$ cat config.mk
export PLATFORM = sky130hd
export DESIGN_NAME = stream_rank_sorter
export DESIGN_NICKNAME = d
export VERILOG_FILES = /design/src/rtl/sort_pkg.sv /design/src/rtl/rank_count.sv /design/src/rtl/stream_rank_sorter.sv
export SDC_FILE = /design/constraint.sdc
export NUM_CORES = 1
export LEC_CHECK = 0
export ABC_AREA = 0
export CORE_MARGIN = 2
export CORE_UTILIZATION = 34
export CTS_CLUSTER_SIZE = 40
export DETAILED_ROUTE_END_ITERATION = 8
export GPL_ROUTABILITY_DRIVEN = 0
export SETUP_SLACK_MARGIN = 0.3
export SYNTH_ARGS = -nofsm -noshare
export SYNTH_HDL_FRONTEND = slang
export SYNTH_SLANG_ARGS = --single-unit
$ cat constraint.sdc
create_clock -name clk_i -period 12.4 [get_ports clk_i]
set_input_delay 2.48 -clock clk_i [delete_from_list [all_inputs] [get_ports clk_i]]
set_output_delay 2.48 -clock clk_i [all_outputs]
set_load 0.05 [all_outputs]
$ cat src/rtl/sort_pkg.sv
// Shared definitions for the rank-based sorter family.
//   state_e     : sequencing states of the streaming sorter (load, rank, emit).
//   KeyMaxW     : widest key the precedence helper accepts; callers zero-extend.
//   rank_before : 1 when key a (at index ia) sorts ahead of key b (at index ib).
package sort_pkg;

  typedef enum logic [1:0] {
    StLoad = 2'd0,
    StRank = 2'd1,
    StEmit = 2'd2
  } state_e;

  localparam int unsigned KeyMaxW = 64;

  // Ties are broken by arrival index in both orders, which keeps ranks unique and the sort stable.
  function automatic logic rank_before(input logic [KeyMaxW-1:0] a,
                                       input logic [KeyMaxW-1:0] b,
                                       input logic [31:0]        ia,
                                       input logic [31:0]        ib,
                                       input logic               desc);
    if (a == b) return (ia < ib);
    return desc ? (a > b) : (a < b);
  endfunction

endpackage

$ cat src/rtl/rank_count.sv
// Combinational rank of one buffered key within a frame of N keys.
//   keys_i : all N buffered keys, index 0 arrived first
//   idx_i  : index of the key being ranked
//   desc_i : 0 ascending, 1 descending
//   rank_o : number of keys that sort ahead of keys_i[idx_i] (0..N-1)
// Kept as its own block so the compare/popcount tree can be pipelined later.
module rank_count import sort_pkg::*; #(
  parameter int unsigned N     = 8,
  parameter int unsigned WIDTH = 8,
  parameter int unsigned CW    = $clog2(N)
) (
  input  logic [N-1:0][WIDTH-1:0] keys_i,
  input  logic [CW-1:0]           idx_i,
  input  logic                    desc_i,
  output logic [CW-1:0]           rank_o
);

  logic [KeyMaxW-1:0] self_key;

  assign self_key = KeyMaxW'(keys_i[idx_i]);

  always_comb begin
    rank_o = '0;
    for (int unsigned j = 0; j < N; j++) begin
      if ((j != 32'(idx_i)) &&
          rank_before(KeyMaxW'(keys_i[j[CW-1:0]]), self_key, j, 32'(idx_i), desc_i)) begin
        rank_o = rank_o + CW'(1);
      end
    end
  end

endmodule

$ cat src/rtl/stream_rank_sorter.sv
// Streaming frame sorter: loads N keys over valid/ready, ranks one key per cycle into a
// sorted buffer, then streams the sorted frame out with backpressure. Frames do not overlap.
//   clk_i        : clock, rising edge
//   rst_ni       : asynchronous active-low reset; aborts any frame in progress
//   desc_i       : order select (0 ascending, 1 descending), taken with the first key of a frame
//   in_valid_i   : input key valid
//   in_ready_o   : sorter accepts a key (LOAD only)
//   in_data_i    : input key
//   out_valid_o  : sorted key valid
//   out_ready_i  : downstream accepts the key
//   out_data_o   : sorted key
//   out_last_o   : marks the final key of a frame
//   busy_o       : high while ranking or emitting
module stream_rank_sorter import sort_pkg::*; #(
  parameter int unsigned N     = 8,
  parameter int unsigned WIDTH = 8
) (
  input  logic             clk_i,
  input  logic             rst_ni,
  input  logic             desc_i,
  input  logic             in_valid_i,
  output logic             in_ready_o,
  input  logic [WIDTH-1:0] in_data_i,
  output logic             out_valid_o,
  input  logic             out_ready_i,
  output logic [WIDTH-1:0] out_data_o,
  output logic             out_last_o,
  output logic             busy_o
);

  localparam int unsigned   CW      = $clog2(N);
  localparam logic [CW-1:0] LastIdx = CW'(N - 1);

  state_e                  state_q;
  logic [CW-1:0]           load_cnt_q;
  logic [CW-1:0]           rank_cnt_q;
  logic [CW-1:0]           emit_cnt_q;
  logic                    mode_q;
  logic                    in_ready_q;
  logic                    out_valid_q;
  logic                    out_last_q;
  logic [WIDTH-1:0]        out_data_q;
  logic                    busy_q;

  logic [N-1:0][WIDTH-1:0] key_q;
  logic [WIDTH-1:0]        sorted_q [N];

  logic                    load_fire;
  logic [CW-1:0]           rank_idx;
  logic [CW-1:0]           emit_nxt;

  // in_ready_q is only ever high in StLoad, so this also qualifies the state.
  assign load_fire = in_valid_i && in_ready_q;
  assign emit_nxt  = emit_cnt_q + CW'(1);

  rank_count #(
    .N     (N),
    .WIDTH (WIDTH),
    .CW    (CW)
  ) u_rank_count (
    .keys_i (key_q),
    .idx_i  (rank_cnt_q),
    .desc_i (mode_q),
    .rank_o (rank_idx)
  );

  // Key storage is not reset; every location is rewritten before it is read in a frame.
  always_ff @(posedge clk_i) begin
    if (load_fire) begin
      key_q[load_cnt_q] <= in_data_i;
    end
    if (state_q == StRank) begin
      sorted_q[rank_idx] <= key_q[rank_cnt_q];
    end
  end

  always_ff @(posedge clk_i or negedge rst_ni) begin
    if (!rst_ni) begin
      state_q     <= StLoad;
      load_cnt_q  <= '0;
      rank_cnt_q  <= '0;
      emit_cnt_q  <= '0;
      mode_q      <= 1'b0;
      in_ready_q  <= 1'b1;
      out_valid_q <= 1'b0;
      out_last_q  <= 1'b0;
      out_data_q  <= '0;
      busy_q      <= 1'b0;
    end else begin
      unique case (state_q)
        StLoad: begin
          if (load_fire) begin
            if (load_cnt_q == '0) begin
              mode_q <= desc_i;
            end
            if (load_cnt_q == LastIdx) begin
              load_cnt_q <= '0;
              rank_cnt_q <= '0;
              in_ready_q <= 1'b0;
              busy_q     <= 1'b1;
              state_q    <= StRank;
            end else begin
              load_cnt_q <= load_cnt_q + CW'(1);
            end
          end
        end
        StRank: begin
          if (rank_cnt_q == LastIdx) begin
            rank_cnt_q  <= '0;
            emit_cnt_q  <= '0;
            out_valid_q <= 1'b1;
            out_last_q  <= 1'b0;
            // The final key may land in slot 0 on this very edge, so bypass the buffer.
            out_data_q  <= (rank_idx == '0) ? key_q[rank_cnt_q] : sorted_q[0];
            state_q     <= StEmit;
          end else begin
            rank_cnt_q <= rank_cnt_q + CW'(1);
          end
        end
        StEmit: begin
          if (out_ready_i) begin
            if (emit_cnt_q == LastIdx) begin
              emit_cnt_q  <= '0;
              out_valid_q <= 1'b0;
              out_last_q  <= 1'b0;
              out_data_q  <= '0;
              busy_q      <= 1'b0;
              in_ready_q  <= 1'b1;
              state_q     <= StLoad;
            end else begin
              emit_cnt_q <= emit_nxt;
              out_data_q <= sorted_q[emit_nxt];
              out_last_q <= (emit_nxt == LastIdx);
            end
          end
        end
        default: begin
          state_q <= StLoad;
        end
      endcase
    end
  end

  assign in_ready_o  = in_ready_q;
  assign out_valid_o = out_valid_q;
  assign out_data_o  = out_data_q;
  assign out_last_o  = out_last_q;
  assign busy_o      = busy_q;

endmodule

* After elaboration in Yosys (flattened, before gate mapping)
Memory sizes are Yosys's and may differ from the RTL's.
Cells that the tools add are included.
** Storage, ports and cells
- Bits in registers :: 88
- Latch bits :: 0
- Bits in writable memories :: 64
- Memory bits (read-only) :: 0
- Input bits :: 13
- Output and inout port bits :: 12
- Logic and storage cells :: 188
- Memories kept :: 1
** Memories
- sorted_q :: depth 8, width 8, read ports 2, clocked after Yosys merged registers in 0, write ports 1, RTL line stream_rank_sorter.sv:46 : logic [WIDTH-1:0] sorted_q [N];
** Cells by class
- Add/sub/neg operators :: 10
- $mul :: 0
- Divide/modulo/power cells :: 0
- Order comparisons :: 26
- Equality and inequality tests :: 26
- Shift operators :: 0
- Mux-type cells :: 83
- Bitwise operators :: 0
- Reductions and logical operators :: 24
** Operators with widths (number)
- $bwmux W64 :: 1
- $eq A8 B8 Y1 :: 8
- $gt A8 B8 Y1 :: 8
- $lt A8 B8 Y1 :: 8
- $mux W8 :: 6
- $mux W1 :: 47
- $mux W3 :: 14
- $add A3 B1 Y3 const B :: 9
- $bmux W8 S3 :: 1
- $demux W8 S3 :: 1
- $pmux W8 S2 :: 1
- $eq A3 B3 Y1 const B :: 4
- $ne A3 B3 Y1 const A :: 4
- $pmux W3 S2 :: 2
- $logic_and A1 B1 Y1 :: 10
- $mux W2 :: 5
- $reduce_and A5 Y1 :: 2
- $lt A3 B3 Y1 const A :: 3
- $reduce_and A3 Y1 :: 3
- $lt A3 B4 Y1 const B :: 2
- $ne A2 B2 Y1 const B :: 4
- $pmux W1 S2 :: 4
- $logic_not A3 Y1 :: 2
- $lt A1 B3 Y1 const A :: 2
- 14 further kinds :: 18

* Logic depth before layout (Yosys ltp)
- Word-level depth :: 25
- Mapped depth :: 42

* Hierarchy
Synthesis repeated with hierarchy kept, for this count alone.
** Second synthesis, totals
- Cells, all modules :: 684
- Area total of the unflattened synthesis :: 8926.1 µm²
** Modules (own cells, without submodules)
- stream_rank_sorter :: instances 1, cells each 375, area each 6187.2 µm², sequential area each 4445.5 µm²
- rank_count :: instances 1, cells each 309, area each 2738.9 µm², sequential area each 0.0 µm²

* Worst setup path before layout
Ideal clock, no wire load.
- Kind :: register -> register
- Start :: register rank_cnt_q[2]
- End :: memory sorted_q[0][0], enable pin
- Library setup time :: 0.370 ns
- Arrival time :: 8.248 ns
- Required time :: 12.030 ns
- Path slack :: 3.782 ns
- Stages on the path, launching flop included :: 42
- Path buffers :: 4
- Path through :: dfrtp_1 buf_2 clkbuf_1 clkbuf_1 buf_1 a311oi_1 o22ai_1 inv_1 ha_1 nor2b_1 o21a_1 o21ai_0 nand2b_1 a21oi_1 nor2b_1 o21ai_0 nand2b_1 a21oi_1 [... 6 more ...] ha_1 a21o_1 ha_1 inv_1 a21oi_1 ha_1 nand2_1 o21ai_1 ha_1 inv_1 o21ai_0 ha_1 nand2_1 xor2_1 xnor3_1 xnor2_1 nand2_1 nor2_1
** On the way
- Longest elaborated chain between the ends :: 21
- Elaborated cells on any way between the ends :: 95
- Those cells by class :: 7 x add/sub; 23 x order compare; 15 x eq/ne; 41 x mux; 9 x reduce/logical
** RTL lines
- start, declared :: RTL line stream_rank_sorter.sv:36 : logic [CW-1:0] rank_cnt_q;
- start signal, assigned :: RTL line stream_rank_sorter.sv:117 : rank_cnt_q <= rank_cnt_q + CW'(1);
- $bmux W8 S3 * :: RTL line rank_count.sv:20 : assign self_key = KeyMaxW'(keys_i[idx_i]);
- $mux W8 (not written as such) * :: RTL line rank_count.sv:20
- net u_rank_count.self_key[1] :: RTL line rank_count.sv:18 : logic [KeyMaxW-1:0] self_key;
- $lt A8 B8 Y1, or another cell as far along :: RTL line sort_pkg.sv:22 : return desc ? (a > b) : (a < b);
- $mux W1, on equally long branches :: RTL line sort_pkg.sv:22, sort_pkg.sv:21
- $mux W1 :: RTL line sort_pkg.sv:22
- $logic_and A1 B1 Y1 :: RTL line rank_count.sv:25 : if ((j != 32'(idx_i)) &&
- $mux W1 :: RTL line rank_count.sv:25
- [... 6 more ...]
- $add A3 B1 Y3 :: RTL line rank_count.sv:27 : rank_o = rank_o + CW'(1);
- $mux W3 :: RTL line rank_count.sv:25
- $add A3 B1 Y3 :: RTL line rank_count.sv:27
- $mux W3 :: RTL line rank_count.sv:25
- $add A3 B1 Y3 :: RTL line rank_count.sv:27
- $mux W3 :: RTL line rank_count.sv:25
- $add A3 B1 Y3 :: RTL line rank_count.sv:27
- $mux W3 * :: RTL line rank_count.sv:25
- end, declared :: RTL line stream_rank_sorter.sv:46
The timed path passes the listed nets; every way through them passes the cells marked *. The select of a mux whose other input is x is not followed.

* Final worst setup path
- Start :: register rank_cnt_q[1]
- End :: memory sorted_q[6][4], enable pin
Same word-level chain as after synthesis.

==> key figures <==
Run status
  – Status: completed

Synthesis
  – Count of cell types in the netlist: 58
  – Post-synthesis mux area share: about 8.3%
  – XOR/XNOR Fraction of Synth Area: 2.36%
  – Number of synthesized flops with an enable pin: about 130
  – Mapped cell area: 8550 um^2
  – Register area share after synthesis: about half
  – Syn nets: about 800
  – Top cell type's share of synthesized area: roughly 45%
  – Post-synthesis register bit count: ~150
  – Synth Area in Compound Gates: 13.8%
  – YS warnings: 0
  – Synth area leaders: edfxtp_1 (45%), ha_1 (12%), dfrtp_1 (6.7%)
  – Top_reg_cell synth: edfxtp_1
  – Synthesized instance count: 696
  – Yosys top cell by area: edfxtp_1
  – Most numerous cell in the Yosys netlist: edfxtp_1
  – Post-Synth Simple-Gate Area: between 8 and 9%
  – Ys async rst share: ~16%
  – Top cells by count, synth: edfxtp_1 (128), ha_1 (81), nor2_1 (51), nand2_1 (41)
  – Avg Inst Size Synth: 12.3 um^2
  – Main combinational cell family by area after synthesis: compound AO/OA/AOI/OAI gates
  – Adder-cell area share of the yosys netlist: between 10% and 20%

Floorplanning
  – Row count: between 50 and 60
  – Die Wd: 163 um
  – Initial core utilization: approximately 34%
  – CORE AREA: ~25000 um^2
  – Die height: 163 um
  – IO Count: 25
  – Die area: between 20000 and 30000 um^2

Global routing
  – Number of global-route vias before repair: about 5.7k
  – First-pass GRT wire length: about 34000 um
  – Initial antenna violation count: 0
  – Gr usage total: between 15 and 20%
  – Largest net degree at the start of global routing: 36
  – GRT overflow: 0

STA
  – Crit path time final: 10150 ps
  – Fmax: 0.0986 GHz
  – Fin. max-slew vios: 0
  – Setup TNS: 0 ps
  – RSZ-0062 raised after global routing: false
  – Clock Skews: 12.2 ps
  – Rel. slew slack: 21.9%
  – Final Hold Vio Count: 0
  – Actual slew at the worst max-slew pin: 1170 ps
  – Worst hold slack: 485 ps
  – Final setup viols: 0
  – Tcrit/Tclk final: 81.8%

Clocking
  – Root buffer selected by CTS: clkbuf_16
  – Total CTS buffers: 17
  – Hold bufs inserted after CTS: 0
  – Max H-tree Level: 4
  – Clock sink count: ~150
  – Clock latency at the later pin of the worst-skew pair: roughly 430 ps
  – CTS tree: yes
  – Clk pin slew, worst setup/hold paths: around 70 ps
  – Post-CTS Setup Bufs: 0
  – Deepest clock path buffer count: 2
  – Post-CTS sizing: 0

Job
  – Max Cap Viol: 0

Pwr
  – Peak VDD IR: between 0.07 and 0.08 mV
  – Static Leak: around 3.6 nW
  – P per Cell Area: 110 nW/um^2
  – Tot Pwr: 1.07 mW

Routing
  – Final WL: 22100 um
  – Post-route DRC: 0
  – Drt via density: 5.52
  – DRT antenna net count: 0
  – DR pass1 iterations: 5
  – Drt first-iter violations: roughly 650
  – Routed vias: 5868
  – Routed wire length per instance: 20.8 um

Setup path
  – Worst flop-to-flop path startpoint: rank_cnt_q[1]
  – CP Data Arrival Time: ~10000 ps
  – R2R depth: 39
  – Req. time, crit path: ~12000 ps
  – Crit path to: sorted_q[6][4]
  – Critical path launch point type: flop
  – R2R Setup Slk: ~2300 ps
  – CP Max Fanout: 26
  – Reg2reg end: sorted_q[6][4]
  – CP dominant cell by count: ha_1
  – Slowest CP cell: dfrtp_1
  – CP startpoint: rank_cnt_q[1]
  – Worst Setup Path Type: flop to flop
  – Critical Path End Type: flop
  – Worst path max stage delay: between 900 and 1000 ps

Placed design
  – DP HPWL: 16300 um
  – Placed cells: around 1.0k
  – Port buffer count: 24
  – Post-DP Area: 9160 um^2

Layout
  – Area Growth Syn to Fin: 14.2%
  – Final net count: 815
  – Share of cells above drive strength 1: between 10% and 20%
  – # diodes: 0
  – Design Area, Final: between 9000 and 10000 um^2
  – Fin cells: 1064

Min path
  – Worst hold path class: flop to flop
  – Min-delay src: out_last_o
==> layout by cell type, fill, tap and decap left out, types with 6 or more instances in the layout <==
cell type	netlist	layout
o21ai_1	16	17
a21o_1	8	8
a22o_1	6	6
nor3_1	7	6
ha_1	81	81
nor2_1	51	51
clkbuf_16	0	17
o41ai_1	10	10
and3_1	6	6
a31oi_1	13	13
mux2_2	21	21
nor2b_1	9	9
clkdlybuf4s50_1	0	24
dfrtp_1	23	23
inv_1	40	40
buf_4	1	6
a22oi_1	11	11
mux4_2	18	18
a221oi_1	10	10
edfxtp_1	128	128
nand4_1	14	14
xnor2_1	6	6
o21ai_0	40	39
a21oi_1	33	33
nand2_1	41	41
a211oi_1	6	6
nand2b_1	11	11
mux2i_1	7	7
nand3_1	7	7
==> worst min path at each step <==
stage / slack (ps) / to / cells after the start
after floorplan: 480 / emit_cnt_q[1] / 2
after global placement: 460 / out_last_o / 2
after detailed placement: 480 / out_last_o / 2
after CTS: 500 / out_last_o / 2
after global routing: 540 / out_last_o / 2
final: 480 / out_last_o / 2
==> registers in the layout (all words and copies together) (netlist names) <==
register,cells
rank_cnt_q,3
state_q,2
out_data_o,8
busy_o,1
emit_cnt_q,3
mode_q,1
key_q,64
load_cnt_q,3
in_ready_o,1
out_last_o,1
out_valid_o,1
sorted_q,64
==> layout make-up <==
class | instances | area, um^2
fill | 2371 | 15200
multi-input combinational | 480 | 3860
clock buffer | 17 | 425
sequential | 152 | 4450
timing repair buffer | 30 | 285
clock inverter | 15 | 180
inverter | 40 | 150
tap | 330 | 413
==> stage by stage <==
stage | utilization, % | setup slack (ps)
finish | 39.1 | 2250
global route | 39.1 | 1400
CTS | 39.1 | 2350
detailed placement | 36.7 | 2390
global placement | 36.7 | 2590
floorplan | - | 3780
==> metal layers <==
layer,track usage (%),share of wire (%)
met3,3.21,5.6
met4,5.55,2.1
met2,26.6,45
met1,24.9,47
met5,0,0
==> report_power, final <==
part / internal [mW] / switching (mW)
logic: 0.00358 / 0.00506
registers: 0.550 / 0
clock network: 0.273 / 0.243
total: 0.826 / 0.248
==> worst max-delay path: cells and delay by family, from the launching register on <==
kind | cells | cell delay, ps
adder cells (fa/ha/maj) | 7 | 2150
flip-flops | 1 | 990
multiplexers | 1 | 240
AO/OA/AOI/OAI | 13 | 2320
buffers and inverters | 4 | 890
XOR/XNOR | 4 | 1410
AND/OR/NAND/NOR | 10 | 1760
==> cell families (layout without fill, tap and decap cells) <==
logic type | Yosys count | in the layout
AO/OA/AOI/OAI | 180 | 180
XOR/XNOR | 15 | 15
adder cells (fa/ha/maj) | 81 | 81
buffers and inverters | 64 | 102
flip-flops | 152 | 152
multiplexers | 46 | 46
AND/OR/NAND/NOR | 158 | 158
Note: power is estimated with default switching activity, not from simulation.
